==> src/rtl/time_entry_buffer_if.sv <==
// Keypad entry bus: key strobe in, HH:MM digits plus load/busy/error status out.
interface time_entry_buffer_if;
   logic       key_valid;
   logic [3:0] key;
   logic [3:0] new_current_time_ms_hr;
   logic [3:0] new_current_time_ls_hr;
   logic [3:0] new_current_time_ms_min;
   logic [3:0] new_current_time_ls_min;
   logic       load_new_c;
   logic       load_new_a;
   logic       entry_busy;
   logic       entry_error;

   modport master (
      output key_valid, key,
      input  new_current_time_ms_hr, new_current_time_ls_hr,
             new_current_time_ms_min, new_current_time_ls_min,
             load_new_c, load_new_a, entry_busy, entry_error
   );

   modport slave (
      input  key_valid, key,
      output new_current_time_ms_hr, new_current_time_ls_hr,
             new_current_time_ms_min, new_current_time_ls_min,
             load_new_c, load_new_a, entry_busy, entry_error
   );
endinterface

==> src/rtl/time_entry_buffer.sv <==
// Keypad HH:MM entry buffer with SET_TIME / SET_ALARM load strobes and idle timeout.
// Define ENTRY_RANGE_CHECK_EN to reject entries outside 00:00-23:59.
module time_entry_buffer #(
   parameter int TIMEOUT_CYCLES = 2560,
   parameter int TO_W           = 12
) (
   input  logic                 clk,
   input  logic                 reset,
   time_entry_buffer_if.slave   bus
);

   typedef enum logic {
      IDLE  = 1'b0,
      ENTRY = 1'b1
   } state_t;

   localparam logic [3:0]      KEY_SET_TIME  = 4'hA;
   localparam logic [3:0]      KEY_SET_ALARM = 4'hB;
   localparam logic [3:0]      KEY_CLEAR     = 4'hC;
   localparam logic [TO_W-1:0] TO_LAST       = TO_W'(TIMEOUT_CYCLES - 1);

   state_t          state_q;
   logic [3:0]      ms_hr_q, ls_hr_q, ms_min_q, ls_min_q;
   logic [2:0]      cnt_q;
   logic [TO_W-1:0] to_q;
   logic            load_c_q, load_a_q, err_q;

   logic key_digit, key_time, key_alarm, key_clear;
   logic range_ok, cmd_ok;

   assign key_digit = bus.key_valid && (bus.key <= 4'd9);
   assign key_time  = bus.key_valid && (bus.key == KEY_SET_TIME);
   assign key_alarm = bus.key_valid && (bus.key == KEY_SET_ALARM);
   assign key_clear = bus.key_valid && (bus.key == KEY_CLEAR);

`ifdef ENTRY_RANGE_CHECK_EN
   // 20-23 allowed, 24-29 not; minutes tens 0-5.
   assign range_ok = (ms_hr_q <= 4'd2) && (ms_min_q <= 4'd5) &&
                     !((ms_hr_q == 4'd2) && (ls_hr_q > 4'd3));
`else
   assign range_ok = 1'b1;
`endif

   assign cmd_ok = (cnt_q == 3'd4) && range_ok;

   always_ff @(posedge clk or negedge reset) begin
      if (!reset) begin
         state_q  <= IDLE;
         ms_hr_q  <= 4'h0;
         ls_hr_q  <= 4'h0;
         ms_min_q <= 4'h0;
         ls_min_q <= 4'h0;
         cnt_q    <= 3'd0;
         to_q     <= '0;
         load_c_q <= 1'b0;
         load_a_q <= 1'b0;
         err_q    <= 1'b0;
      end else begin
         load_c_q <= 1'b0;
         load_a_q <= 1'b0;
         err_q    <= 1'b0;
         case (state_q)
            IDLE: begin
               if (key_digit) begin
                  ms_hr_q  <= 4'h0;
                  ls_hr_q  <= 4'h0;
                  ms_min_q <= 4'h0;
                  ls_min_q <= bus.key;
                  cnt_q    <= 3'd1;
                  to_q     <= '0;
                  state_q  <= ENTRY;
               end
            end
            ENTRY: begin
               if (key_digit) begin
                  ms_hr_q  <= ls_hr_q;
                  ls_hr_q  <= ms_min_q;
                  ms_min_q <= ls_min_q;
                  ls_min_q <= bus.key;
                  if (cnt_q != 3'd4) cnt_q <= cnt_q + 3'd1;
                  to_q     <= '0;
               end else if (key_time || key_alarm) begin
                  if (cmd_ok) begin
                     load_c_q <= key_time;
                     load_a_q <= key_alarm;
                  end else begin
                     err_q    <= 1'b1;
                  end
                  cnt_q   <= 3'd0;
                  to_q    <= '0;
                  state_q <= IDLE;
               end else if (key_clear || (to_q == TO_LAST)) begin
                  // Abort keeps the digits on display; only the count is dropped.
                  cnt_q   <= 3'd0;
                  to_q    <= '0;
                  state_q <= IDLE;
               end else begin
                  to_q <= to_q + 1'b1;
               end
            end
            default: state_q <= IDLE;
         endcase
      end
   end

   assign bus.new_current_time_ms_hr  = ms_hr_q;
   assign bus.new_current_time_ls_hr  = ls_hr_q;
   assign bus.new_current_time_ms_min = ms_min_q;
   assign bus.new_current_time_ls_min = ls_min_q;
   assign bus.load_new_c              = load_c_q;
   assign bus.load_new_a              = load_a_q;
   assign bus.entry_busy              = (state_q == ENTRY);
   assign bus.entry_error             = err_q;

endmodule

==> src/flat_wrapper.sv <==
// flat-port wrapper written by rule: the top's interface ports become plain ports
module time_entry_buffer_flat 
#(
   parameter int TIMEOUT_CYCLES = 2560,
   parameter int TO_W           = 12
)
  (clk, reset, bus_key_valid, bus_key, bus_new_current_time_ms_hr, bus_new_current_time_ls_hr, bus_new_current_time_ms_min, bus_new_current_time_ls_min, bus_load_new_c, bus_load_new_a, bus_entry_busy, bus_entry_error);
  time_entry_buffer_if bus_i ();
  input  logic clk;
  input  logic reset;
  input wire logic [$bits(bus_i.key_valid)-1:0] bus_key_valid;
  input wire logic [$bits(bus_i.key)-1:0] bus_key;
  output wire logic [$bits(bus_i.new_current_time_ms_hr)-1:0] bus_new_current_time_ms_hr;
  output wire logic [$bits(bus_i.new_current_time_ls_hr)-1:0] bus_new_current_time_ls_hr;
  output wire logic [$bits(bus_i.new_current_time_ms_min)-1:0] bus_new_current_time_ms_min;
  output wire logic [$bits(bus_i.new_current_time_ls_min)-1:0] bus_new_current_time_ls_min;
  output wire logic [$bits(bus_i.load_new_c)-1:0] bus_load_new_c;
  output wire logic [$bits(bus_i.load_new_a)-1:0] bus_load_new_a;
  output wire logic [$bits(bus_i.entry_busy)-1:0] bus_entry_busy;
  output wire logic [$bits(bus_i.entry_error)-1:0] bus_entry_error;
  assign bus_i.key_valid = bus_key_valid;
  assign bus_i.key = bus_key;
  assign bus_new_current_time_ms_hr = bus_i.new_current_time_ms_hr;
  assign bus_new_current_time_ls_hr = bus_i.new_current_time_ls_hr;
  assign bus_new_current_time_ms_min = bus_i.new_current_time_ms_min;
  assign bus_new_current_time_ls_min = bus_i.new_current_time_ls_min;
  assign bus_load_new_c = bus_i.load_new_c;
  assign bus_load_new_a = bus_i.load_new_a;
  assign bus_entry_busy = bus_i.entry_busy;
  assign bus_entry_error = bus_i.entry_error;
  time_entry_buffer #(.TIMEOUT_CYCLES(TIMEOUT_CYCLES), .TO_W(TO_W)) u_core (.clk(clk), .reset(reset), .bus(bus_i));
endmodule
==> config.mk <==
export PLATFORM = sky130hd
export DESIGN_NAME = time_entry_buffer_flat
export DESIGN_NICKNAME = d
export VERILOG_FILES = /design/src/rtl/time_entry_buffer_if.sv /design/src/rtl/time_entry_buffer.sv /design/src/flat_wrapper.sv
export SDC_FILE = /design/constraint.sdc
export NUM_CORES = 1
export LEC_CHECK = 0
export ABC_AREA = 1
export BUFFER_PORTS_ARGS = -buffer_cell sky130_fd_sc_hd__buf_2
export CAP_MARGIN = 15
export CORE_MARGIN = 2
export CORE_UTILIZATION = 30
export CTS_BUF_LIST = sky130_fd_sc_hd__clkbuf_8
export CTS_CLUSTER_DIAMETER = 60
export DETAILED_ROUTE_END_ITERATION = 16
export PLACE_DENSITY = 0.57
export SYNTH_ARGS = -nofsm -noshare
export SYNTH_HDL_FRONTEND = slang
export SYNTH_SLANG_ARGS = --single-unit
==> constraint.sdc <==
create_clock -name clk -period 2.1 [get_ports clk]
set_input_delay 0.315 -clock clk [delete_from_list [all_inputs] [get_ports clk]]
set_output_delay 0.315 -clock clk [all_outputs]
set_load 0.02 [all_outputs]
==> metrics <==
Critical Path Start Type=flop; Post-Layout Inst Area=just over 2000 um2; status=finished clean; vias in the first global route=1432; ys async rst share=100%; initial antenna violation count=0; worst vdd ir=0.294 mV; mapped cell area=approximately 1800 um2; FF-to-FF Start=u_core.to_q[0]; num rows=27; die width=about 80 um; Hold WC Path Type=in -> async; input/output buffers=26; Post-Syn Instances=~200; Reg2Reg Depth=6; post-synthesis register bit count=35; Reg2Reg Setup Slack=roughly 0.47 ns; share of layout cells above drive strength 1=a little under a quarter; Post-DP HPWL=about 2.6 mm; minimum clock period=~1.6 ns; clk_skew=approximately 0.0061 ns; largest area contributor in the netlist=dfrtp_1; Pleak=0.998 nW; Post-synth top cells=nand2_1, dfrtp_1, o21ai_0, inv_1, nand3_1; area of the core=between 5000 and 6000 um2; Num CTS Buffers=5; DRC viols=0; cells taking the most area after synthesis=dfrtp_1, nand2_1, o21ai_0; H-tree depth=2; chip height=roughly 80 um; Synth Warn #=0; Starting Density=between 30% and 40%; unrepaired setup endpoints after global routing=no; Pins Over Slew Limit=0; Root Buffer=clkbuf_8; Longest Clk Path Bufs=2; CTS tree=built; count of final setup violators=0; Sum Neg Setup Slack=0 ns; Top FF cell, synth=dfrtp_1; RR Endpoint=u_core.to_q[5]; max cap viols=0; Crit path required time=about 2.3 ns; Multi-input gate area=about 800 um2; Syn-to-layout area delta=16.2%; Final Hold Viols=0; Pre-Repair DR Iteration Count=5; Post-DP Area=1960 um2; die area=6470 um2; Ports=27; share of the synthesized area in the top cell type=around 50%; Post-Syn Nets=~210; post-synthesis sequential area ratio=~50%; largest net degree at the start of global routing=36; cell with the most instances after synthesis=nand2_1; Via density=4.54; Setup CP Type=reg -> reg; CTS resizes=0; Worst EP arrival=about 1.8 ns; final period utilization=about 80%; Iter 0 DRT Violations=43; fin nets=roughly 240; Worst Setup SP=u_core.to_q[0]; Sequential Area=between 800 and 900 um2; # fillers=~600; total gr overflow=0; Slew Limit Headroom=49.0%; clock tree sinks=35; power per cell area=slightly above 800 nW/um2; synth unique cells=24; Post-synth EDFFs=0; CP endpoint kind=flop; Routed Antenna Nets=0; post-CTS setup repair buffer count=0; first-pass GRT wire length=about 6.3 mm; Critical Path Fanout Max=12; ANT cells=0; hold buffers post-CTS=0; f_max=between 600 and 700 MHz; wire per inst=roughly 12 um; syn avg cell area=between 8 and 9 um2; Least-Margin Pin Slew=between 0.7 and 0.8 ns; worst skew pair latency=between 0.2 and 0.3 ns; total track usage=approximately 12%; WL final=around 3.5 mm; clock slew at reported path FFs=roughly 0.070 ns; vias=between 1000 and 1500; routability cong.=between 0.8 and 0.9
## how the worst max path moves through the flow
stage | end | slack, ns | cells after the start
2_1_floorplan | u_core.to_q[10] | 0.72 | 7
3_3_place_gp | u_core.to_q[11] | 0.53 | 6
3_5_place_dp | u_core.to_q[5] | 0.46 | 6
4_1_cts | u_core.to_q[5] | 0.44 | 6
5_1_grt | u_core.to_q[5] | 0.34 | 6
6_report | u_core.to_q[5] | 0.47 | 6
## flip-flops by register name (all words and copies together) (netlist names)
name,flops
u_core.bus.entry_busy,1
u_core.bus.entry_error,1
u_core.bus.load_new_a,1
u_core.bus.load_new_c,1
u_core.bus.new_current_time_ls_hr,4
u_core.bus.new_current_time_ls_min,4
u_core.bus.new_current_time_ms_hr,4
u_core.bus.new_current_time_ms_min,4
u_core.cnt_q,3
u_core.to_q,12
## per-layer routing
layer,GRT usage [%],vias up,wire [um]
met5,0,-,0
li1,-,709,-
met2,21.3,23,1680
met4,3.56,0,29
met1,15.2,648,1630
met3,3.26,5,166
## cells in the final DEF (no fill, tap or decap), drive strengths merged
| cell type | count |
|---|---|
| nand2 | 68 |
| dfrtp | 35 |
| buf | 28 |
| o21ai | 28 |
| inv | 19 |
| nand3 | 17 |
| nor2 | 11 |
| xor2 | 7 |
| clkbuf | 5 |
| ha | 3 |
| nand4 | 2 |
| clkinv | 2 |
| nor3 | 2 |
| o31ai | 2 |
| xnor2 | 2 |
| nor4 | 1 |
| o22ai | 1 |
## report_power, final
part	switching (W)	internal, W
clock network	0.000224	0.000223
registers	0.0000807	0.000767
logic	0.000261	0.000140
## critical path, cell delays in order, from the launching register on
cell and delay (ns):
dfrtp_1 0.40, ha_1 0.27, nand3_2 0.12, nor2_2 0.16
nand3_2 0.10, nand3_2 0.29, o21ai_0 0.16
## cell type report
cell class	count	share of cell area [%]
sequential	35	43.0
multi-input combinational	144	38.1
timing repair buffer	28	7.12
clock buffer	5	3.38
tap	72	4.42
inverter	18	3.38
clock inverter	3	0.614
## cells by family (layout without fill, tap and decap cells)
group                      after synthesis  after routing  synth area share [%]
buffers and inverters                   24             54                  5.78
xor gates and xnor gates                 9              9                  4.49
AOI/OAI and AO/OA                       31             31                  12.1
adders and majority gates                3              3                  2.14
and+or+nand+nor                        101            101                  25.5
DFF                                     35             35                  49.9
## through the flow
step	worst slack (ns)	hold WS (ns)	power [W]	std cells	utilization [%]
after floorplan	0.721	0.0194	0.00113	203	-
after global placement	0.535	0.440	0.00126	297	35.1
after detailed placement	0.457	0.446	0.00127	297	35.1
after CTS	0.444	0.139	0.00173	305	36.6
after global routing	0.336	0.172	0.00183	305	36.6
final	0.469	0.105	0.00170	305	36.6
(Power assumes the default switching activity.)
